<file path="src/rtl/mem_arb_pkg.sv">
`default_nettype none
// ============================================================================
// Module      : mem_arb_pkg
// Description : Shared types and default widths for the RAM port arbiter.
// Revision    : 1.0 - initial release
// ============================================================================
package mem_arb_pkg;

    localparam int ADDR_W_DEF = 32;
    localparam int DATA_W_DEF = 32;

    typedef enum logic [1:0] {
        IDLE  = 2'd0,
        GRANT = 2'd1,
        RESP  = 2'd2
    } arb_state_t;

    typedef enum logic [0:0] {
        PORT_C = 1'b0,
        PORT_H = 1'b1
    } port_id_t;

endpackage
`default_nettype wire

</file>
<file path="src/rtl/rr_pick2.sv">
`default_nettype none
// ============================================================================
// Module      : rr_pick2
// Description : Combinational two-way round-robin chooser; on a tie the
//               requester that was not granted last wins.
// Revision    : 1.0 - initial release
// ============================================================================
module rr_pick2
    import mem_arb_pkg::*;
(
    input  logic [1:0] req,
    input  port_id_t   last,
    output logic       valid,
    output port_id_t   winner
);

    always_comb begin
        valid  = |req;
        winner = PORT_C;
        if (req == 2'b11) begin
            winner = (last == PORT_C) ? PORT_H : PORT_C;
        end else if (req[1]) begin
            winner = PORT_H;
        end
    end

endmodule
`default_nettype wire

</file>
<file path="src/rtl/mem_port_arbiter.sv">
`default_nettype none
// ============================================================================
// Module      : mem_port_arbiter
// Description : Grant/acknowledge arbiter sharing one synchronous single-port
//               RAM between the core (port C) and the host (port H).
// Revision    : 1.0 - initial release
// ============================================================================
module mem_port_arbiter
    import mem_arb_pkg::*;
#(
    parameter int ADDR_W = ADDR_W_DEF,
    parameter int DATA_W = DATA_W_DEF
)
(
    input  logic              clk,
    input  logic              reset,

    input  logic              cpu_req,
    input  logic              cpu_we,
    input  logic [ADDR_W-1:0] cpu_addr,
    input  logic [DATA_W-1:0] cpu_wdata,
    output logic              cpu_ack,
    output logic [DATA_W-1:0] cpu_rdata,
    output logic              cpu_stall,

    input  logic              host_req,
    input  logic              host_we,
    input  logic [ADDR_W-1:0] host_addr,
    input  logic [DATA_W-1:0] host_wdata,
    output logic              host_ack,
    output logic [DATA_W-1:0] host_rdata,
    input  logic              host_lock,

    output logic              mem_en,
    output logic              mem_we,
    output logic [ADDR_W-1:0] mem_addr,
    output logic [DATA_W-1:0] mem_wdata,
    input  logic [DATA_W-1:0] mem_rdata
);

    arb_state_t        r_state_q, w_state_d;
    port_id_t          r_owner_q, w_owner_d;
    port_id_t          r_last_q,  w_last_d;
    logic              r_mem_en_q,    w_mem_en_d;
    logic              r_mem_we_q,    w_mem_we_d;
    logic [ADDR_W-1:0] r_mem_addr_q,  w_mem_addr_d;
    logic [DATA_W-1:0] r_mem_wdata_q, w_mem_wdata_d;

    logic              w_in_resp;
    logic [1:0]        w_elig;
    logic              w_pick_valid;
    port_id_t          w_pick;

    // The port being acked is masked so it cannot win twice back-to-back.
    always_comb begin
        w_in_resp = (r_state_q == RESP);
        w_elig[0] = cpu_req & ~host_lock & ~(w_in_resp & (r_owner_q == PORT_C));
        w_elig[1] = host_req & ~(w_in_resp & (r_owner_q == PORT_H));
    end

    rr_pick2 u_pick (
        .req    (w_elig),
        .last   (r_last_q),
        .valid  (w_pick_valid),
        .winner (w_pick)
    );

    always_comb begin
        w_state_d     = r_state_q;
        w_owner_d     = r_owner_q;
        w_last_d      = r_last_q;
        w_mem_en_d    = 1'b0;
        w_mem_we_d    = 1'b0;
        w_mem_addr_d  = r_mem_addr_q;
        w_mem_wdata_d = r_mem_wdata_q;

        case (r_state_q)
            GRANT: begin
                w_state_d = RESP;
            end
            default: begin
                // IDLE and RESP both arbitrate; an undefined state falls here too.
                if (w_pick_valid) begin
                    w_state_d     = GRANT;
                    w_owner_d     = w_pick;
                    w_last_d      = w_pick;
                    w_mem_en_d    = 1'b1;
                    w_mem_we_d    = (w_pick == PORT_C) ? cpu_we     : host_we;
                    w_mem_addr_d  = (w_pick == PORT_C) ? cpu_addr   : host_addr;
                    w_mem_wdata_d = (w_pick == PORT_C) ? cpu_wdata  : host_wdata;
                end else begin
                    w_state_d = IDLE;
                end
            end
        endcase
    end

    always_ff @(posedge clk) begin
        if (reset) begin
            r_state_q     <= IDLE;
            r_owner_q     <= PORT_C;
            r_last_q      <= PORT_H;
            r_mem_en_q    <= 1'b0;
            r_mem_we_q    <= 1'b0;
            r_mem_addr_q  <= '0;
            r_mem_wdata_q <= '0;
        end else begin
            r_state_q     <= w_state_d;
            r_owner_q     <= w_owner_d;
            r_last_q      <= w_last_d;
            r_mem_en_q    <= w_mem_en_d;
            r_mem_we_q    <= w_mem_we_d;
            r_mem_addr_q  <= w_mem_addr_d;
            r_mem_wdata_q <= w_mem_wdata_d;
        end
    end

    assign mem_en     = r_mem_en_q;
    assign mem_we     = r_mem_we_q;
    assign mem_addr   = r_mem_addr_q;
    assign mem_wdata  = r_mem_wdata_q;

    assign cpu_ack    = w_in_resp & (r_owner_q == PORT_C);
    assign host_ack   = w_in_resp & (r_owner_q == PORT_H);
    assign cpu_stall  = cpu_req & ~cpu_ack;
    assign cpu_rdata  = mem_rdata;
    assign host_rdata = mem_rdata;

endmodule
`default_nettype wire

</file>
<file path="config.mk">
export PLATFORM = sky130hd
export DESIGN_NAME = mem_port_arbiter
export DESIGN_NICKNAME = d
export VERILOG_FILES = /design/src/rtl/mem_arb_pkg.sv /design/src/rtl/rr_pick2.sv /design/src/rtl/mem_port_arbiter.sv
export SDC_FILE = /design/constraint.sdc
export NUM_CORES = 1
export LEC_CHECK = 0
export BUFFER_PORTS_ARGS = -buffer_cell sky130_fd_sc_hd__clkbuf_2
export CAP_MARGIN = 20
export CORE_MARGIN = 1.5
export CORE_UTILIZATION = 35
export CTS_CLUSTER_DIAMETER = 150
export DETAILED_ROUTE_END_ITERATION = 8
export GPL_TIMING_DRIVEN = 0
export PLACE_DENSITY = 0.75
export SYNTH_ARGS = -nofsm -noshare
export SYNTH_HDL_FRONTEND = slang
export SYNTH_SLANG_ARGS = --single-unit
</file>
<file path="constraint.sdc">
create_clock -name clk -period 1.82 [get_ports clk]
set_input_delay 0.182 -clock clk [delete_from_list [all_inputs] [get_ports clk]]
set_output_delay 0.182 -clock clk [all_outputs]
set_load 0.1 [all_outputs]
</file>
Word-level counts from Yosys, hierarchy flattened
Index checks and enable logic that the tools add are counted.

Bitwise gates (word level): 12. Muxes and demuxes: 9. Reductions and logical operators: 4. Eq/ne operators: 3.

Operators with widths (number): two-way mux 32 bit (2); bitwise AND 1 bit (6); two-way mux 1 bit (6); NOT 1 bit (6); == test 2 bit (second input constant) (2); OR reduction 2 bit (2); OR reduction 3 bit (1); == test 2 x 1 -> 1 bit (second input constant) (1); two-way mux 2 bit (1); AND reduction 2 bit (1).

Word-level logic and storage cells: 36. Register bits: 70.

Depth between registers and ports, before layout
Gate-level depths: netlist (run 1).

Word-level depth: 7. Depth in mapped cells: 6. Depth with buffers taken out: 4.

Hierarchy
Synthesis (run 1) repeated with hierarchy kept, for this count alone.

Cell total of the unflattened synthesis: 303. Area, all modules: 3318.2 µm².

Modules (own cells, without submodules): mem_port_arbiter (cells each 301, area an instance 3304.4 µm², times used 1); rr_pick2 (cells each 2, area an instance 13.8 µm², times used 1).

Worst setup path after synthesis (run 1)
OpenSTA, ideal clock, no wires.

Kind: register to register. Start: register mem_en (netlist name). End: register r_mem_wdata_q[19], in the netlist mem_wdata[19]. Period minus slack after synthesis: 3.317 ns. Stages on the path, launching flop included: 7. Path slack: -1.497 ns. Buffers on the path: 2. Arrival: 3.205 ns. Cells stage by stage: dfxtp_1 -> nor3b_2 -> nor2_1 -> o221a_1 -> buf_2 -> buf_2 -> a2111oi_1.

RTL lines: end signal, assigned (RTL line mem_port_arbiter.sv:114) `r_mem_wdata_q <= w_mem_wdata_d;`; end, declared (RTL line mem_port_arbiter.sv:47) `logic [DATA_W-1:0] r_mem_wdata_q, w_mem_wdata_d;`.

==> qor.txt, run 1 <==
status - finished, violations left
failing checks - negative setup slack
Achievable Freq - 0.5468 GHz
GPL Wtd Cong - 0.7642
commonest non-fill, non-tap cell in the layout - clkbuf_2
pre-CTS setup slack - -0.3266 ns
pin count of the biggest net entering global routing - 13
CP endpoint kind - flop
Post-Syn Area - 0.004679 mm2
worst hold-check path type - input pin to flop
async set-reset flop share out of synthesis - 0%
design area - 0.007194 mm2
post-synth cell types - 27
register area share after synthesis - 29.52%
Final #Nets - 987
core area - 0.01314 mm2
syn_nets - 699
CTS Buf Count - 9
Max H-tree Level - 3
first-pass GRT wire length - 23450 um
crit start category - flop
Top delay family on crit path - compound AO/OA/AOI/OAI gates
Detailed Routing Iterations Pass 1 - 4
Yosys Warn Count - 0
EDFF count, synth - 0
max-cap viol count - 0
die area - 0.01407 mm2
worst reg2reg startpoint - mem_en$_SDFF_PP0_
initial DRC count - 224
Layout area overhead - 53.74%
Hold Fails Final Rpt - 0
die width - 118.6 um
diode count - 0
CTS Root Cell - clkbuf_16
Max Fanout on Critical Path - 5
clk buf depth - 2
top_reg_cell synth - dfxtp_1
global route overflow - 0
Syn Area/Cell - 8.796 um2
DRT Wirelength - 15290 um
Placed Area - 0.006395 mm2
most frequent cells in the layout - 276 x clkbuf_2, 74 x buf_4, 67 x dfxtp_1
Synth area leaders - dfxtp_1 30%, mux2i_1 14%, buf_4 11%
max_slew headroom - 48.33%
CP Depth - 7
CTS tree - built
worst endpoint required time - 2.03 ns
IO Port Bufs - 266
area share of the largest cell type after synthesis - 29.52%
cell taking the most area after synthesis - dfxtp_1
vias per cell - 5.208
max-slew violations - 0
R2R cell count - 7
Critical Path AT - 2.04 ns
Skew-Pair Late Insertion Delay - 0.33 ns
Leak - 3.271 nW
drc violations - 0
setup tns final - -0.01348 ns
Buf/Inv on CP - 3
worst vdd ir - 0.0004452 V
final worst slack - -0.008812 ns
number of I/O pins - 300
Detail Placement HPWL - 11290 um
final period utilization - 100.5%
setup violators final - 3
vias in the first global route - 4683
Synth Register Bits - 69
Non-Filler Instances - 1001
Cell Pwr Density - 971.5 mW/mm2
Hold Crit Start - host_we
final clock skew - 0.004790 ns
Initial Util - 35.62%
WS Path Type - flop to flop
Worst Tran Pin Value - 0.7750 ns
Tmin final - 1.829 ns
R2R setup slack - -0.009 ns
slowest library cell on the worst path - a2111oi_1
gate count after technology mapping - 532
per-cell routed wire length - 15.27 um
Overall Global Routing Usage - 20.52%
Final ANT Viol Nets - 0
initial antenna violation count - 0
# rows - 42
worst hold path cell count - 3
clock-pin slew on the worst setup and hold paths - 0.06 ns
# placed instances - 974
layout cells sized above 1 - 55.64%
clock sink count - 69
RSZ-0062 raised after global routing - yes
chip height - 118.6 um
slowest stage delay, CP - 0.39 ns
Final Power - 6.990 mW
reg-to-reg endpoint - mem_addr[8]$_SDFFE_PP0P_
WHS Endpoint - mem_we$_SDFF_PP0_
cells along the critical path - nand3b_1 > o311ai_4 > buf_6 > clkbuf_16 > buf_12 > mux2i_1 > a2111oi_1
via count - 5213
## per-layer routing
layer / vias to the layer above / part of all wire [%] / track usage [%]
li1: 2551 / - / -
met1: 2455 / 43 / 26.16
met2: 198 / 50 / 35.79
met3: 9 / 6.2 / 3.861
met4: 0 / 0.71 / 4.744
met5: - / 0 / 0
## cell type report
class                   instances  area [um2]
fillers                      1250        5943
multi-input cells             339        2905
repair buffers                280        1496
flip-flops and latches         69        1386
plain buffers                 117       859.6
clock buffers                  11       252.7
well taps                     176       220.2
clock inverters                 5       58.81
inverters                       4       15.01
## worst register-to-register path: stages (launching register included)
cell       delay (ns)
dfxtp_4          0.37
nand3b_1         0.25
o311ai_4         0.16
buf_6            0.16
clkbuf_16        0.15
buf_12           0.12
mux2i_1          0.12
a2111oi_1        0.39
## flip-flops by register name, summed over array words and instances, names as in the netlist
name and flops:
r_owner_q 1, mem_en 1, mem_we 1, r_state_q 1, r_last_q 1, mem_addr 32
mem_wdata 32
## worst max-delay path by stage
stage                       startpoint                    endpoint  slack [ns]
5_1_grt              mem_en$_SDFF_PP0_    mem_addr[8]$_SDFFE_PP0P_        -0.1
4_1_cts              mem_en$_SDFF_PP0_  mem_wdata[12]$_SDFFE_PP0P_       -0.01
6_report             mem_en$_SDFF_PP0_    mem_addr[8]$_SDFFE_PP0P_      -0.009
3_5_place_dp   r_state_q[1]$_SDFF_PP0_  mem_wdata[19]$_SDFFE_PP0P_       -0.33
3_3_place_gp   r_state_q[1]$_SDFF_PP0_  mem_wdata[14]$_SDFFE_PP0P_       -0.33
2_1_floorplan        mem_en$_SDFF_PP0_   mem_addr[11]$_SDFFE_PP0P_       -0.60
## where the power goes
group          switching [mW]  internal (mW)  total, mW
logic                    2.49          0.835       3.32
clock network           0.692           1.14       1.83
registers               0.154           1.68       1.84
total                    3.34           3.65       6.99
## cells in the mapped netlist, types with 3 or more instances
cell,n
a2111oi_1,3
o21ai_0,64
mux2i_1,65
a2111oi_0,37
clkbuf_1,43
dfxtp_1,69
nor2_1,4
buf_4,67
a2111oi_2,24
nor3_1,65
buf_2,6
nor2b_1,3
or3_1,64
## through the flow
step                      hold slack, ns  utilization (%)
after floorplan                   0.3741                -
after global placement            0.4748            48.68
after detailed placement          0.4951            48.68
after CTS                         0.1515            51.65
after global routing              0.1927            54.76
final                             0.1564            54.76
## timing repair
| item | 4_1_cts | 5_1_grt |
|---|---|---|
| resized for setup | 28 | 84 |
| pin swaps | 1 | 28 |
| hold buffers | 0 | 0 |
| setup endpoints to repair | 68 | 64 |
| hold endpoints to repair | 0 | 0 |
| buffers inserted | 2 | 11 |
| cloned | 0 | 1 |
## cell families after synthesis
logic type             count (synthesis)  share of synthesized area [%]
AO/OA/AOI/OAI                        133                          23.29
buffers and inverters                124                          16.28
flip-flops                            69                          29.52
multiplexers                          65                          13.90
AND/OR/NAND/NOR                      141                          17.01
(Power assumes the default switching activity.)
==> run 2: changes to the inputs <==
--- a/config.mk
+++ b/config.mk
@@ -5,14 +5,15 @@
 export SDC_FILE = /design/constraint.sdc
 export NUM_CORES = 1
 export LEC_CHECK = 0
-export BUFFER_PORTS_ARGS = -buffer_cell sky130_fd_sc_hd__clkbuf_2
 export CAP_MARGIN = 20
+export CORE_ASPECT_RATIO = 1.2
 export CORE_MARGIN = 1.5
 export CORE_UTILIZATION = 35
 export CTS_CLUSTER_DIAMETER = 150
 export DETAILED_ROUTE_END_ITERATION = 8
+export DONT_BUFFER_PORTS = 1
 export GPL_TIMING_DRIVEN = 0
-export PLACE_DENSITY = 0.75
+export PLACE_DENSITY = 0.56
 export SYNTH_ARGS = -nofsm -noshare
 export SYNTH_HDL_FRONTEND = slang
 export SYNTH_SLANG_ARGS = --single-unit
==> run 2 against run 1 <==
The flow still finishes with violations (negative setup slack). Combinational power is 36% lower. Global-route usage is 0.48 points lower. Clock power is 10% lower. Register-to-register slack worse by 0.78 ns. Total power is 2.7% lower. Largest cell class unchanged. Cell count is 27% lower. Highest routed layer unchanged. Cell area is 9.2% lower. Largest power group is now sequential cells. Critical path type unchanged. First-iteration DRC count is 46% lower. Non-clock buffer count is 265 lower.
==> qor.txt, run 2 (same netlist as run 1, synthesis figures left out) <==
IO Port Bufs - 0 (-100%)
first-pass GRT wire length - 21670 um (-7.6%)
diode count - 0 (unchanged)
slowest library cell on the worst path - nor3b_4
Detailed Routing Iterations Pass 1 - 4 (unchanged)
Initial Util - 35.66% (+0.041 points)
cells along the critical path - nor3b_4 > nor2_4 > o221a_4 > buf_12 > buf_12 > a2111oi_4
commonest non-fill, non-tap cell in the layout - buf_4
Max H-tree Level - 3 (unchanged)
CTS tree - built
core area - 0.01312 mm2 (-0.11%)
pin count of the biggest net entering global routing - 13 (unchanged)
worst reg2reg startpoint - mem_en$_SDFF_PP0_
R2R cell count - 6 (-1)
CTS Buf Count - 9 (unchanged)
reg-to-reg endpoint - mem_addr[20]$_SDFFE_PP0P_
worst endpoint required time - 2.04 ns (about the same)
Hold Fails Final Rpt - 0 (unchanged)
drc violations - 0 (unchanged)
worst vdd ir - 0.0004777 V (+7.3%)
most frequent cells in the layout - 75 x buf_4, 68 x dfxtp_1, 65 x mux2i_1
sw frac - 50.50% (+2.8 points)
clk buf depth - 2 (unchanged)
status - finished, violations left
Final #Nets - 722 (-27%)
Critical Path AT - 2.82 ns (+0.78 ns)
layout cells sized above 1 - 40.36% (-15 points)
Worst Tran Pin Value - 1.325 ns (+0.5504 ns)
area of the multi-input gates - 0.003615 mm2 (+24%)
die area - 0.01408 mm2 (about the same)
filler cell count - 1226 (-1.9%)
GPL Wtd Cong - 0.7378 (-3.5%)
CP endpoint kind - flop
internal power - 3.367 mW (-7.8%)
initial DRC count - 121 (-46%)
Clock Power Share - 24.1% (-2.1 points)
final clock skew - 0.007565 ns (+0.002774 ns)
Final ANT Viol Nets - 0 (unchanged)
CTS Root Cell - clkbuf_16
pre-CTS setup slack - -0.8527 ns (-0.5261 ns)
Skew-Pair Late Insertion Delay - 0.33 ns (about the same)
max_slew headroom - 11.64% (-37 points)
WS Path Type - flop to flop
final period utilization - 143.3% (+43 points)
failing checks - negative setup slack
Critical Path End - mem_addr[20]$_SDFFE_PP0P_
final worst slack - -0.7883 ns (-0.7795 ns)
sequential cell area - 0.001385 mm2 (about the same)
vias in the first global route - 4028 (-14%)
crit path launch - mem_en$_SDFF_PP0_
global route overflow - 0 (unchanged)
setup violators final - 71 (+68)
die width - 108.6 um (-8.5%)
# rows - 46 (+9.5%)
Cell Pwr Density - 1041 mW/mm2 (+7.2%)
NetSw - 3.436 mW (+3.0%)
RSZ-0062 raised after global routing - yes
Tmin final - 2.608 ns (+0.7795 ns)
Max Fanout on Critical Path - 6 (+1)
number of I/O pins - 300 (unchanged)
Core Util, Final - 49.80% (-5.0 points)
vias per cell - 5.898 (+13%)
max-slew violations - 0 (unchanged)
power share of the combinational group - 31.0% (-17 points)
Leak - 2.247 nW (-31%)
per-cell routed wire length - 22.03 um (+44%)
worst hold-check path type - input pin to flop
initial antenna violation count - 0 (unchanged)
Overall Global Routing Usage - 20.05% (-0.48 points)
Hold Crit Start - host_addr[16]
Final Power - 6.804 mW (-2.7%)
clock sink count - 69 (unchanged)
slowest stage delay, CP - 1.02 ns (+0.63 ns)
via count - 4294 (-18%)
Flop pwr share - 44.9% (+19 points)
R2R setup slack - -0.79 ns (-0.78 ns)
Critical Path Most Common Cell - buf_12
chip height - 129.7 um (+9.3%)
Layout area overhead - 39.65%
clock-pin slew on the worst setup and hold paths - 0.06 ns (about the same)
DRT Wirelength - 16040 um (+4.9%)
crit start category - flop
max-cap viol count - 0 (unchanged)
Detail Placement HPWL - 10840 um (-4.0%)
Achievable Freq - 0.3834 GHz (-30%)
-- run 2: changes by cell type in the layout (fill, tap and decap cells not counted), moves of 4 or more --
cell,delta
nor3_1,-43
clkbuf_2,-274
mux2i_1,+5
buf_8,-4
clkbuf_1,+7
buf_2,+4
a2111oi_1,-5
a2111oi_4,+39
a2111oi_2,-35
nor3_2,+40
-- run 2: how the worst min path moves through the flow --
stage / endpoint / slack [ns] / cells after the start
3_5_place_dp: mem_we$_SDFF_PP0_ / 0.42 / 2
4_1_cts: mem_we$_SDFF_PP0_ / 0.07 / 2
3_3_place_gp: mem_we$_SDFF_PP0_ / 0.39 / 2
6_report: mem_addr[16]$_SDFFE_PP0P_ / 0.10 / 2
5_1_grt: mem_addr[16]$_SDFFE_PP0P_ / 0.10 / 2
2_1_floorplan: mem_we$_SDFF_PP0_ / 0.37 / 2
-- run 2: worst max-delay path, delay by kind of cell, from the launching register on --
| kind | cells | cell delay (ns) |
|---|---|---|
| simple gates | 2 | 1.08 |
| compound gates | 2 | 0.64 |
| flops | 1 | 0.46 |
| buf+inv | 2 | 0.31 |
-- run 2: layout make-up --
cell class                 count  area share, %
timing repair buffer          13          2.470
multi-input combinational    339          55.31
clock buffer                  10          3.657
inverter                       4         0.2872
buffer                       119          13.27
sequential                    69          21.19
clock inverter                 6         0.5935
tap                          168          3.217
-- run 2: timing repair --
item	CTS	global route
cloned	0	3
gates resized for setup	49	139
endpoints found under the setup margin	71	71
pin swaps	1	6
hold buffers	0	0
setup buffers	4	6
-- run 2: power groups by stage --
stage / combinational [mW] / clock [mW] / sequential (mW)
floorplan: 1.40 / 0 / 3.00
global route: 2.22 / 1.75 / 3.08
global placement: 1.56 / 0 / 3.05
finish: 2.11 / 1.64 / 3.05
detailed placement: 1.59 / 0 / 3.06
CTS: 1.67 / 1.68 / 3.03
-- run 2: layer usage --
metal,up-vias,track usage (%),wire [um]
met1,2079,22.82,6279
met5,-,0,0
met2,188,36.85,8575
li1,2018,-,-
met3,9,5.936,1065
met4,0,3.947,116
-- run 2: metrics by stage --
| step | hold WS, ns | area [um2] | instances | setup TNS [ns] |
|---|---|---|---|---|
| after global placement | 0.3929 | 5054 | 700 | -47.65 |
| final | 0.1010 | 6535 | 728 | -50.21 |
| after CTS | 0.07257 | 5513 | 720 | -49.42 |
| after floorplan | 0.3741 | 4843 | 532 | -37.58 |
| after global routing | 0.1041 | 6535 | 728 | -56.22 |
| after detailed placement | 0.4219 | 5054 | 700 | -50.81 |
==> run 3: changes to the inputs <==
--- a/config.mk
+++ b/config.mk
@@ -5,6 +5,7 @@
 export SDC_FILE = /design/constraint.sdc
 export NUM_CORES = 1
 export LEC_CHECK = 0
+export ABC_AREA = 1
 export CAP_MARGIN = 20
 export CORE_ASPECT_RATIO = 1.2
 export CORE_MARGIN = 1.5
==> run 3 against run 2 <==
The run still ends with negative setup slack left. Worst setup slack improved by 0.78 ns. Hold slack got worse by 0.0080 ns. Clock-buffer cell count increased by 2. Synthesized cell count increased by 36%. Via count decreased by 0.98%. Highest routed layer unchanged. Die area decreased by 2.0%. Clock power increased by 18%. Utilization decreased by 8.7 points. Non-clock buffer count decreased by 14. Clock skew about the same.
==> qor.txt, run 3 <==
first-pass GRT wire length - 19150 um (-12%)
setup violators final - 1 (-99%)
Hold Fails Final Rpt - 0 (unchanged)
async set-reset flop share out of synthesis - 0% (unchanged)
Final Power - 6.510 mW (-4.3%)
Skew-Pair Late Insertion Delay - 0.33 ns (about the same)
chip height - 128.4 um (-0.98%)
status - finished, violations left
EDFF count, synth - 0 (unchanged)
gate count after technology mapping - 726 (+36%)
Synth area leaders - dfxtp_1 30%, nand2_1 16%, buf_4 11%
clk buf depth - 2 (unchanged)
number of I/O pins - 300 (unchanged)
CTS tree - built
Detail Placement HPWL - 10020 um (-7.6%)
Final #Nets - 910 (+26%)
Overall Global Routing Usage - 17.95% (-2.1 points)
via count - 4252 (-0.98%)
reg-to-reg endpoint - mem_wdata[2]$_SDFFE_PP0P_
RSZ-0062 raised after global routing - yes
Non-Filler Instances - 912 (+25%)
CP endpoint kind - output port
diode count - 0 (unchanged)
WS Path Type - flop to output port
crit start category - flop
Initial Util - 36.04% (+0.38 points)
Commonest cells post-synth - 200 x nand2_1, 131 x nor2_1, 72 x inv_1
pre-CTS setup slack - -0.2617 ns (+0.5910 ns)
top_reg_cell synth - dfxtp_1
worst hold path cell count - 4 (+2)
pin count of the biggest net entering global routing - 12 (-1)
core area - 0.01272 mm2 (-3.0%)
cell taking the most area after synthesis - dfxtp_1
max-slew violations - 0 (unchanged)
per-cell routed wire length - 14.38 um (-35%)
commonest non-fill, non-tap cell in the layout - nand2_1
Tmin final - 1.829 ns (-0.7788 ns)
register area share after synthesis - 30.12% (+0.60 points)
IO Port Bufs - 0 (unchanged)
Cell Pwr Density - 1246 mW/mm2 (+20%)
# rows - 45 (-2.2%)
die area - 0.01380 mm2 (-2.0%)
CTS Buf Count - 9 (unchanged)
R2R cell count - 9 (+3)
R2R setup slack - 0.09 ns (+0.88 ns)
failing checks - negative setup slack
global route overflow - 0 (unchanged)
worst vdd ir - 0.0005177 V (+8.4%)
sequential cell area - 0.001385 mm2 (unchanged)
vias in the first global route - 3895 (-3.3%)
max_slew headroom - 31.68% (+20 points)
max-cap viol count - 0 (unchanged)
filler cell count - 1348 (+10%)
clock-pin slew on the worst setup and hold paths - 0.06 ns (about the same)
final worst slack - -0.009454 ns (+0.7788 ns)
initial antenna violation count - 0 (unchanged)
Layout area overhead - 13.97%
Synth Register Bits - 69 (unchanged)
most frequent cells in the layout - 200 x nand2_1, 130 x nor2_1, 73 x buf_4
final clock skew - 0.007208 ns (-0.0003570 ns)
Post-Syn Area - 0.004586 mm2 (-2.0%)
worst reg2reg startpoint - mem_en$_SDFF_PP0_
initial DRC count - 190 (+57%)
Detailed Routing Iterations Pass 1 - 4 (unchanged)
WHS Endpoint - mem_addr[10]$_SDFFE_PP0P_
Core Util, Final - 41.07% (-8.7 points)
Yosys Warn Count - 0 (unchanged)
# placed instances - 890 (+27%)
count leader, synth - nand2_1
Hold Crit Start - host_addr[10]
DRT Wirelength - 13110 um (-18%)
syn_nets - 893 (+28%)
Max Fanout on Critical Path - 3 (-3)
die width - 107.5 um (-0.98%)
final period utilization - 100.5% (-43 points)
Achievable Freq - 0.5466 GHz (+43%)
drc violations - 0 (unchanged)
Worst Tran Pin Value - 1.023 ns (-0.3020 ns)
CTS Root Cell - clkbuf_16
worst endpoint required time - 1.64 ns (-0.40 ns)
Leak - 2.637 nW (+17%)
Max H-tree Level - 3 (unchanged)
vias per cell - 4.662 (-21%)
Critical Path AT - 1.65 ns (-1.17 ns)
post-synth cell types - 19 (-30%)
clock sink count - 69 (unchanged)
layout cells sized above 1 - 18.32% (-22 points)
area of the multi-input gates - 0.002145 mm2 (-41%)
area share of the largest cell type after synthesis - 30.12% (+0.60 points)
worst hold-check path type - input pin to flop
GPL Wtd Cong - 0.8400 (+14%)
Syn Area/Cell - 6.316 um2 (-28%)
Final ANT Viol Nets - 0 (unchanged)
## run 3: cell count changes in the layout (fill, tap and decap cells not counted), moves of 22 or more
cell | previous run | this run
a2111oi_4 | 47 | 0
a21boi_0 | 0 | 46
clkbuf_1 | 33 | 9
inv_1 | 1 | 70
mux2i_1 | 65 | 0
nand2_1 | 1 | 200
nand3_1 | 0 | 65
nor2_1 | 3 | 130
nor3_1 | 22 | 0
nor3_2 | 40 | 0
o21ai_0 | 64 | 0
or3_1 | 64 | 0
## run 3: stage by stage
stage | instance area (um2) | hold slack (ns) | setup TNS, ns
after floorplan | 4587 | 0.2511 | 0
after global placement | 4792 | 0.2532 | -10.03
after detailed placement | 4792 | 0.2581 | -11.74
after CTS | 5181 | 0.07985 | 0
after global routing | 5226 | 0.1141 | -0.06454
final | 5226 | 0.09296 | -0.009454
## run 3: worst max-delay path, cell delays in order (launching register included)
cell	delay (ns)
dfxtp_4	0.45
inv_2	0.14
nand3_2	0.10
inv_1	0.62
## run 3: where the power goes
| group | leakage, nW | internal [mW] | switching [mW] |
|---|---|---|---|
| logic | 1.90 | 0.472 | 1.16 |
| registers | 0.574 | 1.68 | 1.27 |
| clock network | 0.163 | 1.27 | 0.664 |
## run 3: kinds of logic after synthesis
logic type | share of synthesized area, %
AO/OA/AOI/OAI | 11.05
buffers and inverters | 23.33
flip-flops | 30.12
AND/OR/NAND/NOR | 35.50
## run 3: final cells by class
cell class	count	area share (%)
buffer	112	15.75
clock buffer	12	4.908
clock inverter	4	1.341
inverter	75	5.530
multi-input combinational	470	41.03
sequential	69	26.50
tap	164	3.926
timing repair buffer	6	1.006
## run 3: what timing repair did
| item | 4_1_cts | 5_1_grt |
|---|---|---|
| buffers inserted | 3 | 0 |
| gates resized for setup | 3 | 27 |
| endpoints found under the hold margin | 4 | 0 |
| hold buffers | 3 | 0 |
| setup endpoints to repair | 69 | 59 |
| pin swaps | 1 | 1 |
## run 3: routing by layer
metal,routed length [um],vias to the layer above,global-route usage (%)
li1,-,2181,-
met1,5142,1857,19.44
met2,6478,201,32.41
met3,1287,13,6.079
met4,206,0,6.424
met5,0,-,0
## run 3: worst max path at each step
| stage | from | to | slack [ns] | cells after the start |
|---|---|---|---|---|
| floorplan | mem_en$_SDFF_PP0_ | cpu_stall | 0.12 | 4 |
| global placement | mem_en$_SDFF_PP0_ | mem_wdata[21]$_SDFFE_PP0P_ | -0.25 | 8 |
| detailed placement | mem_en$_SDFF_PP0_ | mem_wdata[21]$_SDFFE_PP0P_ | -0.26 | 8 |
| CTS | mem_en$_SDFF_PP0_ | cpu_stall | 0.00001 | 4 |
| global route | mem_en$_SDFF_PP0_ | host_ack | -0.06 | 3 |
| finish | mem_en$_SDFF_PP0_ | host_ack | -0.009 | 3 |
